===== config.mk =====
export PLATFORM = sky130hd
export DESIGN_NAME = add_subtract_unit
export DESIGN_NICKNAME = d
export VERILOG_FILES = /design/src/rtl/add_subtract_unit.sv
export SDC_FILE = /design/constraint.sdc
export NUM_CORES = 1
export LEC_CHECK = 0
export CORE_UTILIZATION = 51
export CTS_BUF_LIST = sky130_fd_sc_hd__clkbuf_4
export CTS_CLUSTER_SIZE = 14
export DETAILED_ROUTE_END_ITERATION = 6
export GPL_ROUTABILITY_DRIVEN = 0
export PLACE_DENSITY = 0.78
export SLEW_MARGIN = 20
export SYNTH_ARGS = -nofsm -noshare
export SYNTH_HDL_FRONTEND = slang
export SYNTH_SLANG_ARGS = --single-unit

===== constraint.sdc =====
create_clock -name clock -period 3.46 [get_ports clock]
set_input_delay 0.519 -clock clock [delete_from_list [all_inputs] [get_ports clock]]
set_output_delay 0.519 -clock clock [all_outputs]
set_load 0.005 [all_outputs]

===== src/rtl/add_subtract_unit.sv =====
// rtl/add_subtract_unit.sv - two-stage pipelined add/subtract unit with carry chaining, accumulator and optional saturation
module add_subtract_unit #(
    parameter int WIDTH    = 4,
    parameter bit SATURATE = 1'b0
) (
    input  logic             clock,
    input  logic             reset_n,
    input  logic             in_valid,
    output logic             in_ready,
    input  logic [3:0]       op,
    input  logic [WIDTH-1:0] ain,
    input  logic [WIDTH-1:0] bin,
    output logic             out_valid,
    input  logic             out_ready,
    output logic [WIDTH-1:0] out,
    output logic             flag_c,
    output logic             flag_v,
    output logic             flag_z,
    output logic             flag_n,
    output logic             out_err
);

    localparam logic [3:0] OP_ADD   = 4'b0001;
    localparam logic [3:0] OP_SUB   = 4'b0010;
    localparam logic [3:0] OP_RSUB  = 4'b0011;
    localparam logic [3:0] OP_ADC   = 4'b0100;
    localparam logic [3:0] OP_SBB   = 4'b0101;
    localparam logic [3:0] OP_ACC   = 4'b0110;
    localparam logic [3:0] OP_LDACC = 4'b0111;

    logic             r_s1_valid;
    logic [3:0]       r_s1_op;
    logic [WIDTH-1:0] r_s1_a;
    logic [WIDTH-1:0] r_s1_b;
    logic             r_s2_valid;
    logic [WIDTH-1:0] r_out;
    logic             r_c;
    logic             r_v;
    logic             r_z;
    logic             r_n;
    logic             r_err;
    logic             r_creg;
    logic [WIDTH-1:0] r_acc;

    logic             w_s2_adv;
    logic             w_s1_adv;
    logic [WIDTH-1:0] w_x;
    logic [WIDTH-1:0] w_y;
    logic             w_cin;
    logic             w_sub;
    logic             w_legal;
    logic             w_ld;
    logic             w_upd_c;
    logic             w_upd_acc;
    logic [WIDTH:0]   w_raw;
    logic             w_raw_v;
    logic [WIDTH-1:0] w_sat_val;
    logic [WIDTH-1:0] w_res;
    logic             w_c;
    logic             w_v;

    assign w_s2_adv  = !r_s2_valid || out_ready;
    assign w_s1_adv  = !r_s1_valid || w_s2_adv;
    assign in_ready  = w_s1_adv;
    assign out_valid = r_s2_valid;
    assign out       = r_out;
    assign flag_c    = r_c;
    assign flag_v    = r_v;
    assign flag_z    = r_z;
    assign flag_n    = r_n;
    assign out_err   = r_err;

    // Every legal op reduces to x + y + cin or x - y - cin on the (W+1)-bit datapath.
    always_comb begin
        w_x       = r_s1_a;
        w_y       = r_s1_b;
        w_cin     = 1'b0;
        w_sub     = 1'b0;
        w_legal   = 1'b1;
        w_ld      = 1'b0;
        w_upd_c   = 1'b1;
        w_upd_acc = 1'b0;
        case (r_s1_op)
            OP_ADD:   ;
            OP_SUB:   w_sub = 1'b1;
            OP_RSUB: begin
                w_sub = 1'b1;
                w_x   = r_s1_b;
                w_y   = r_s1_a;
            end
            OP_ADC:   w_cin = r_creg;
            OP_SBB: begin
                w_sub = 1'b1;
                w_cin = r_creg;
            end
            OP_ACC: begin
                w_x       = r_acc;
                w_y       = r_s1_a;
                w_upd_acc = 1'b1;
            end
            OP_LDACC: begin
                w_ld      = 1'b1;
                w_upd_c   = 1'b0;
                w_upd_acc = 1'b1;
            end
            default: begin
                w_legal = 1'b0;
                w_upd_c = 1'b0;
            end
        endcase
    end

    always_comb begin
        if (w_sub) begin
            w_raw   = {1'b0, w_x} - {1'b0, w_y} - {{WIDTH{1'b0}}, w_cin};
            w_raw_v = (w_x[WIDTH-1] != w_y[WIDTH-1]) && (w_raw[WIDTH-1] != w_x[WIDTH-1]);
        end else begin
            w_raw   = {1'b0, w_x} + {1'b0, w_y} + {{WIDTH{1'b0}}, w_cin};
            w_raw_v = (w_x[WIDTH-1] == w_y[WIDTH-1]) && (w_raw[WIDTH-1] != w_x[WIDTH-1]);
        end
    end

    // On overflow the true result shares the sign of x, so clamp toward that sign.
    assign w_sat_val = w_x[WIDTH-1] ? {1'b1, {(WIDTH-1){1'b0}}} : {1'b0, {(WIDTH-1){1'b1}}};

    always_comb begin
        w_res = {WIDTH{1'b0}};
        w_c   = 1'b0;
        w_v   = 1'b0;
        if (w_legal) begin
            if (w_ld) begin
                w_res = r_s1_a;
            end else begin
                w_c   = w_raw[WIDTH];
                w_v   = w_raw_v;
                w_res = (SATURATE && w_raw_v) ? w_sat_val : w_raw[WIDTH-1:0];
            end
        end
    end

    always_ff @(posedge clock or negedge reset_n) begin
        if (!reset_n) begin
            r_s1_valid <= 1'b0;
            r_s1_op    <= 4'b0000;
            r_s1_a     <= {WIDTH{1'b0}};
            r_s1_b     <= {WIDTH{1'b0}};
            r_s2_valid <= 1'b0;
            r_out      <= {WIDTH{1'b0}};
            r_c        <= 1'b0;
            r_v        <= 1'b0;
            r_z        <= 1'b0;
            r_n        <= 1'b0;
            r_err      <= 1'b0;
            r_creg     <= 1'b0;
            r_acc      <= {WIDTH{1'b0}};
        end else begin
            if (w_s2_adv) begin
                r_s2_valid <= r_s1_valid;
                if (r_s1_valid) begin
                    r_out <= w_res;
                    r_c   <= w_c;
                    r_v   <= w_v;
                    r_z   <= (w_res == {WIDTH{1'b0}});
                    r_n   <= w_res[WIDTH-1];
                    r_err <= !w_legal;
                    if (w_upd_c) begin
                        r_creg <= w_c;
                    end
                    if (w_upd_acc) begin
                        r_acc <= w_res;
                    end
                end
            end
            if (w_s1_adv) begin
                r_s1_valid <= in_valid;
                if (in_valid) begin
                    r_s1_op <= op;
                    r_s1_a  <= ain;
                    r_s1_b  <= bin;
                end
            end
        end
    end

endmodule


======== After elaboration in Yosys (flattened, before gate mapping) ========
Cells that the tools add are included.
cells by class
  add/subtract/negate cells ............... 4
  multiply operators ...................... 0
  div/mod/pow operators ................... 0
  order comparisons ....................... 0
  equality and inequality tests ........... 11
  shift-type cells ........................ 0
  muxes and demuxes ....................... 16
  bitwise gates (word level) .............. 0
  reductions and logical operators ........ 18
operator list
  kind                                            count
  == test 4 x 3 -> 1 bit (second input constant)  4
  2-to-1 mux 4 bit                                3
  2-to-1 mux 1 bit                                11
  == test 4 x 2 -> 1 bit (second input constant)  2
  one-hot mux 4 bit (2 select lines)              1
  OR reduction 7 bit                              1
  AND reduction 3 bit                             2
  OR reduction 2 bit                              3
  OR reduction 6 bit                              1
  adder 4 x 4 -> 5 bit                            1
  adder 5 x 1 -> 5 bit                            1
  2-to-1 mux 5 bit                                1
  subtractor 4 x 4 -> 5 bit                       1
  subtractor 5 x 1 -> 5 bit                       1
  == test 4 x 1 -> 1 bit (second input constant)  1
  logical NOT 4 bit                               1
  AND reduction 2 bit                             2
  logical NOT 1 bit                               3
  inequality test 1 bit                           3
  OR reduction 3 bit                              1
  logical AND 1 bit                               2
  logical OR 1 bit                                2
  == test 1 bit                                   1
word-level totals
  bits in registers ....................... 28
  latch bits .............................. 0
  bits in writable memories ............... 0
  memory bits (read-only) ................. 0
  bits of input ports ..................... 16
  output and inout bits ................... 11
  word-level logic and storage cells ...... 62
  memories ................................ 0

======== Depth between registers and ports, before layout ========
  word-level depth ........................ 10
  mapped depth ............................ 14
  mapped depth without buffers ............ 13

======== Worst setup path after synthesis ========
No wires, ideal clock.
  path kind ............................... register to register
  start point ............................. register r_s1_op[1]
  end point ............................... register r_acc[2]
  library setup time ...................... 0.125 ns
  arrival ................................. 3.166 ns
  data required time ...................... 3.335 ns
  path slack .............................. 0.169 ns
  stages on the path, launching flop included .. 12
  buffers on the path ..................... 1
  clock period less this slack ............ 3.291 ns
  path through ............................ dfrtp_1 -> buf_2 -> nor2b_1 -> nand2_1 -> mux2_2 -> fa_1 -> fa_1 -> nor4bb_1 -> a221oi_2 -> mux2i_1 -> nor2_1 -> mux2_2
on the way
  longest elaborated chain between the ends .. 8
  elaborated cells between the ends (all ways) .. 27
  those cells by class .................... add/sub: 4; eq/ne: 7; mux: 10; reduce/logical: 6
RTL lines
  element                                                            line      source
  start: declaration                                                 32        logic [3:0] r_s1_op;
  start signal: assignment                                           177       r_s1_op <= op;
  == test 4 x 3 -> 1 bit or == test 4 x 2 -> 1 bit (tied branches)   83        case (r_s1_op)
  OR reduction 2 bit (no line)                                       n/a
  2-to-1 mux 4 bit                                                   83
  adder 4 x 4 -> 5 bit or subtractor 4 x 4 -> 5 bit (tied branches)  118, 115
  adder 5 x 1 -> 5 bit or subtractor 5 x 1 -> 5 bit (tied branches)  118, 115
  2-to-1 mux 5 bit                                                   114       if (w_sub) begin
  2-to-1 mux 4 bit                                                   131       if (w_ld) begin
  2-to-1 mux 4 bit                                                   130       if (w_legal) begin
  end signal: assignment                                             155       r_acc <= {WIDTH{1'b0}};
  end signal: assignment                                             170       r_acc <= w_res;
  end: declaration                                                   43        logic [WIDTH-1:0] r_acc;
Parallel ways exist; a longest one is shown, timed or not.
A chain may end at the register's enable or synchronous reset.

======== Final worst setup path ========
  start point ............................. register r_s1_op[2]
  end point ............................... register r_acc[2]
Same word-level chain as after synthesis.

==> metrics <==
CTS Sinks=27; Die Y-Extent=64.32 µm; Max-slew headroom=64.03%; dominant register cell in the synthesized netlist=dfrtp_1; TNS Setup=0 ns; worst IR drop on VDD=0.0003244 V; max-slew violations=0; Leakage=1.020 nW; Layout Skew=0.008997 ns; Combinational Power Share=53.4%; layout cells sized above 1=15.81%; antenna violations before repair=0; GRT Overall Usage=22.34%; Post-synth EDFFs=0; Syn Area/Cell=9.662 µm²; switching share of total power=38.84%; count of final setup violators=0; row count=22; Max Freq=303.2 MHz; cts bufs inserted=3; CP Class=flop to flop; pin count of the biggest net entering global routing=28; register area share after synthesis=34.11%; Setup crit start kind=flop; Clock Path Buffers=2; number of synthesized register bits=27; Worst Max-Slew Pin Slew=0.5375 ns; status=finished, final reports clean; post-synthesis async set-or-reset flop share=100.0%; final wirelength=4228 µm; wire per inst=14.99 µm; clk slew on worst S/H paths=0.16 ns; clock latency on the worst-skew pair=0.34 ns; Final period util=95.32%; post-layout util=63.53%; CTS tree=done; Starting Density=53.70%; CP endpoint kind=flop; vias in the first global route=1564; final hold vios=0; Post-Synthesis Cell Area=1981 µm²; CP arrival=3.54 ns; post-CTS setup buffers=0; global-route wire length before repair=7238 µm; pwr dens=554.2 nW/µm²; total gr overflow=0; Synth-to-Final Area Change=18.32%; sequential power share=35.4%; overall power=0.001299 W; Synth Warn #=0; Routed Antenna Nets=0; core area=3689 µm²; Root Buffer Master=clkbuf_4; Synth Net Count=232; Period minus WS final=3.298 ns; Mapped Cells=205; routed vias=1688; max_cap viols=0; nets=262; I/O pins=27; Crit Path Max Fanout=7; # diodes=0; IO Port Bufs=26; DRC=0; # hold bufs at CTS=0; Sw Pwr=0.0005044 W; Final HPWL DP=3313 µm; CTS HTree Levels=1; worst hold-check path type=flop to flop; die width=64.32 µm; most frequent cells in the layout=26 x dfrtp_1, 26 x clkdlybuf4s50_1, 19 x nand2_1, 19 x mux2_2; First-pass DRT Iterations=4; Clk pwr share=11.2%; 1st-iter DRT viols=94; Int Pwr=0.0007944 W; Cell variety after synth=54; via/cell ratio=5.986; die area=4137 µm²; Req. time, crit path=3.71 ns
[cell families (layout without fill, tap and decap cells)]
kind of cell	Yosys count	after routing	synth area share, %
AND/OR/NAND/NOR	82	82	24.26
AO/OA/AOI/OAI	41	41	15.54
flip-flops	27	27	34.11
multiplexers	21	21	11.81
buffers and inverters	21	50	4.928
adder cells (fa/ha/maj)	11	11	8.465
XOR/XNOR	2	2	0.8846
[Yosys cell counts, drive strengths merged, types with 3 or more instances]
cell,number,area (µm²)
nand2,19,71.32
buf,8,48.80
dfrtp,27,675.7
a21o,3,22.52
or3,3,18.77
nor3,3,15.01
fa,4,80.08
mux2,19,214.0
nand3b,3,22.52
and3,5,36.28
and3b,3,26.28
nor2b,5,31.28
ha,7,87.58
o21ai,6,30.02
a31oi,4,25.02
nand3,6,30.03
a211oi,4,30.03
and2,3,18.77
nand2b,9,56.30
inv,11,41.29
nor2,11,41.29
a21oi,6,30.03
[layout make-up]
type / count / area [µm²]
Clock inverter: 1 / 7.507
Fill cell: 333 / 1345
Clock buffer: 3 / 22.52
Inverter: 11 / 41.29
Timing Repair Buffer: 35 / 327.8
Multi-Input combinational cell: 157 / 1207
Tap cell: 48 / 60.06
Sequential cell: 27 / 676.9
[path summary, 6_finish.rpt]
path | to | slack, ns | cells past startpoint | from
setup / recovery | r_acc[2] | 0.16 | 12 | r_s1_op[2]
setup reg to reg | r_acc[2] | 0.16 | 12 | r_s1_op[2]
min in group asynchronous | flag_v | 0.53 | 2 | reset_n
hold reg to reg | out[0] | 0.50 | 2 | out[0]
max in group asynchronous | r_s1_op[2] | 2.65 | 2 | reset_n
hold / removal | out[0] | 0.50 | 2 | out[0]
[registers in the layout, indices dropped and copies added, names as in the netlist]
signal / count
r_s1_a: 4
r_s1_op: 4
out_err: 1
r_s1_b: 4
flag_v: 1
flag_c: 1
out_valid: 1
out: 4
flag_z: 1
r_creg: 1
r_s1_valid: 1
r_acc: 4
[per-stage QoR]
stage | instances | setup WS [ns] | cell area [µm²] | hold slack (ns)
3_3_place_gp | 278 | 0.2587 | 2312 | 0.4621
2_1_floorplan | 205 | 0.1693 | 1981 | 0.2234
5_1_grt | 282 | -0.00005729 | 2344 | 0.5373
6_report | 282 | 0.1618 | 2344 | 0.5009
3_5_place_dp | 278 | 0.2150 | 2312 | 0.4735
4_1_cts | 282 | 0.1334 | 2342 | 0.5082
[power groups by stage]
stage	clock [W]	combinational, W	sequential [W]
4_1_cts	0.000151	0.000693	0.000459
3_5_place_dp	0	0.000690	0.000465
5_1_grt	0.000164	0.000767	0.000469
2_1_floorplan	0	0.000479	0.000452
3_3_place_gp	0	0.000678	0.000463
6_report	0.000146	0.000694	0.000459
[worst max-delay path, cell delays in order, from the launching register on]
cell	delay, ns
dfrtp_2	0.44
nor2b_1	0.20
nand2_1	0.12
nor2_1	0.17
nand2_1	0.10
and3_1	0.21
fa_1	0.42
fa_1	0.45
nor4bb_1	0.17
a221oi_2	0.29
mux2i_1	0.31
nor2_1	0.08
mux2_2	0.26
[routing by layer]
layer | up-vias | GRT usage (%) | wire length [µm]
li1 | 810 | - | -
met1 | 824 | 30.15 | 1944
met2 | 48 | 38.16 | 2033
met3 | 6 | 3.214 | 192
met4 | 0 | 3.889 | 57
met5 | - | 0 | 0
[what timing repair did]
| item | CTS | global route |
|---|---|---|
| endpoints found under the setup margin | 0 | 2 |
| endpoints found under the hold margin | 0 | 0 |
| gates resized for setup | 0 | 1 |
Power figures use the tool's default switching activity.
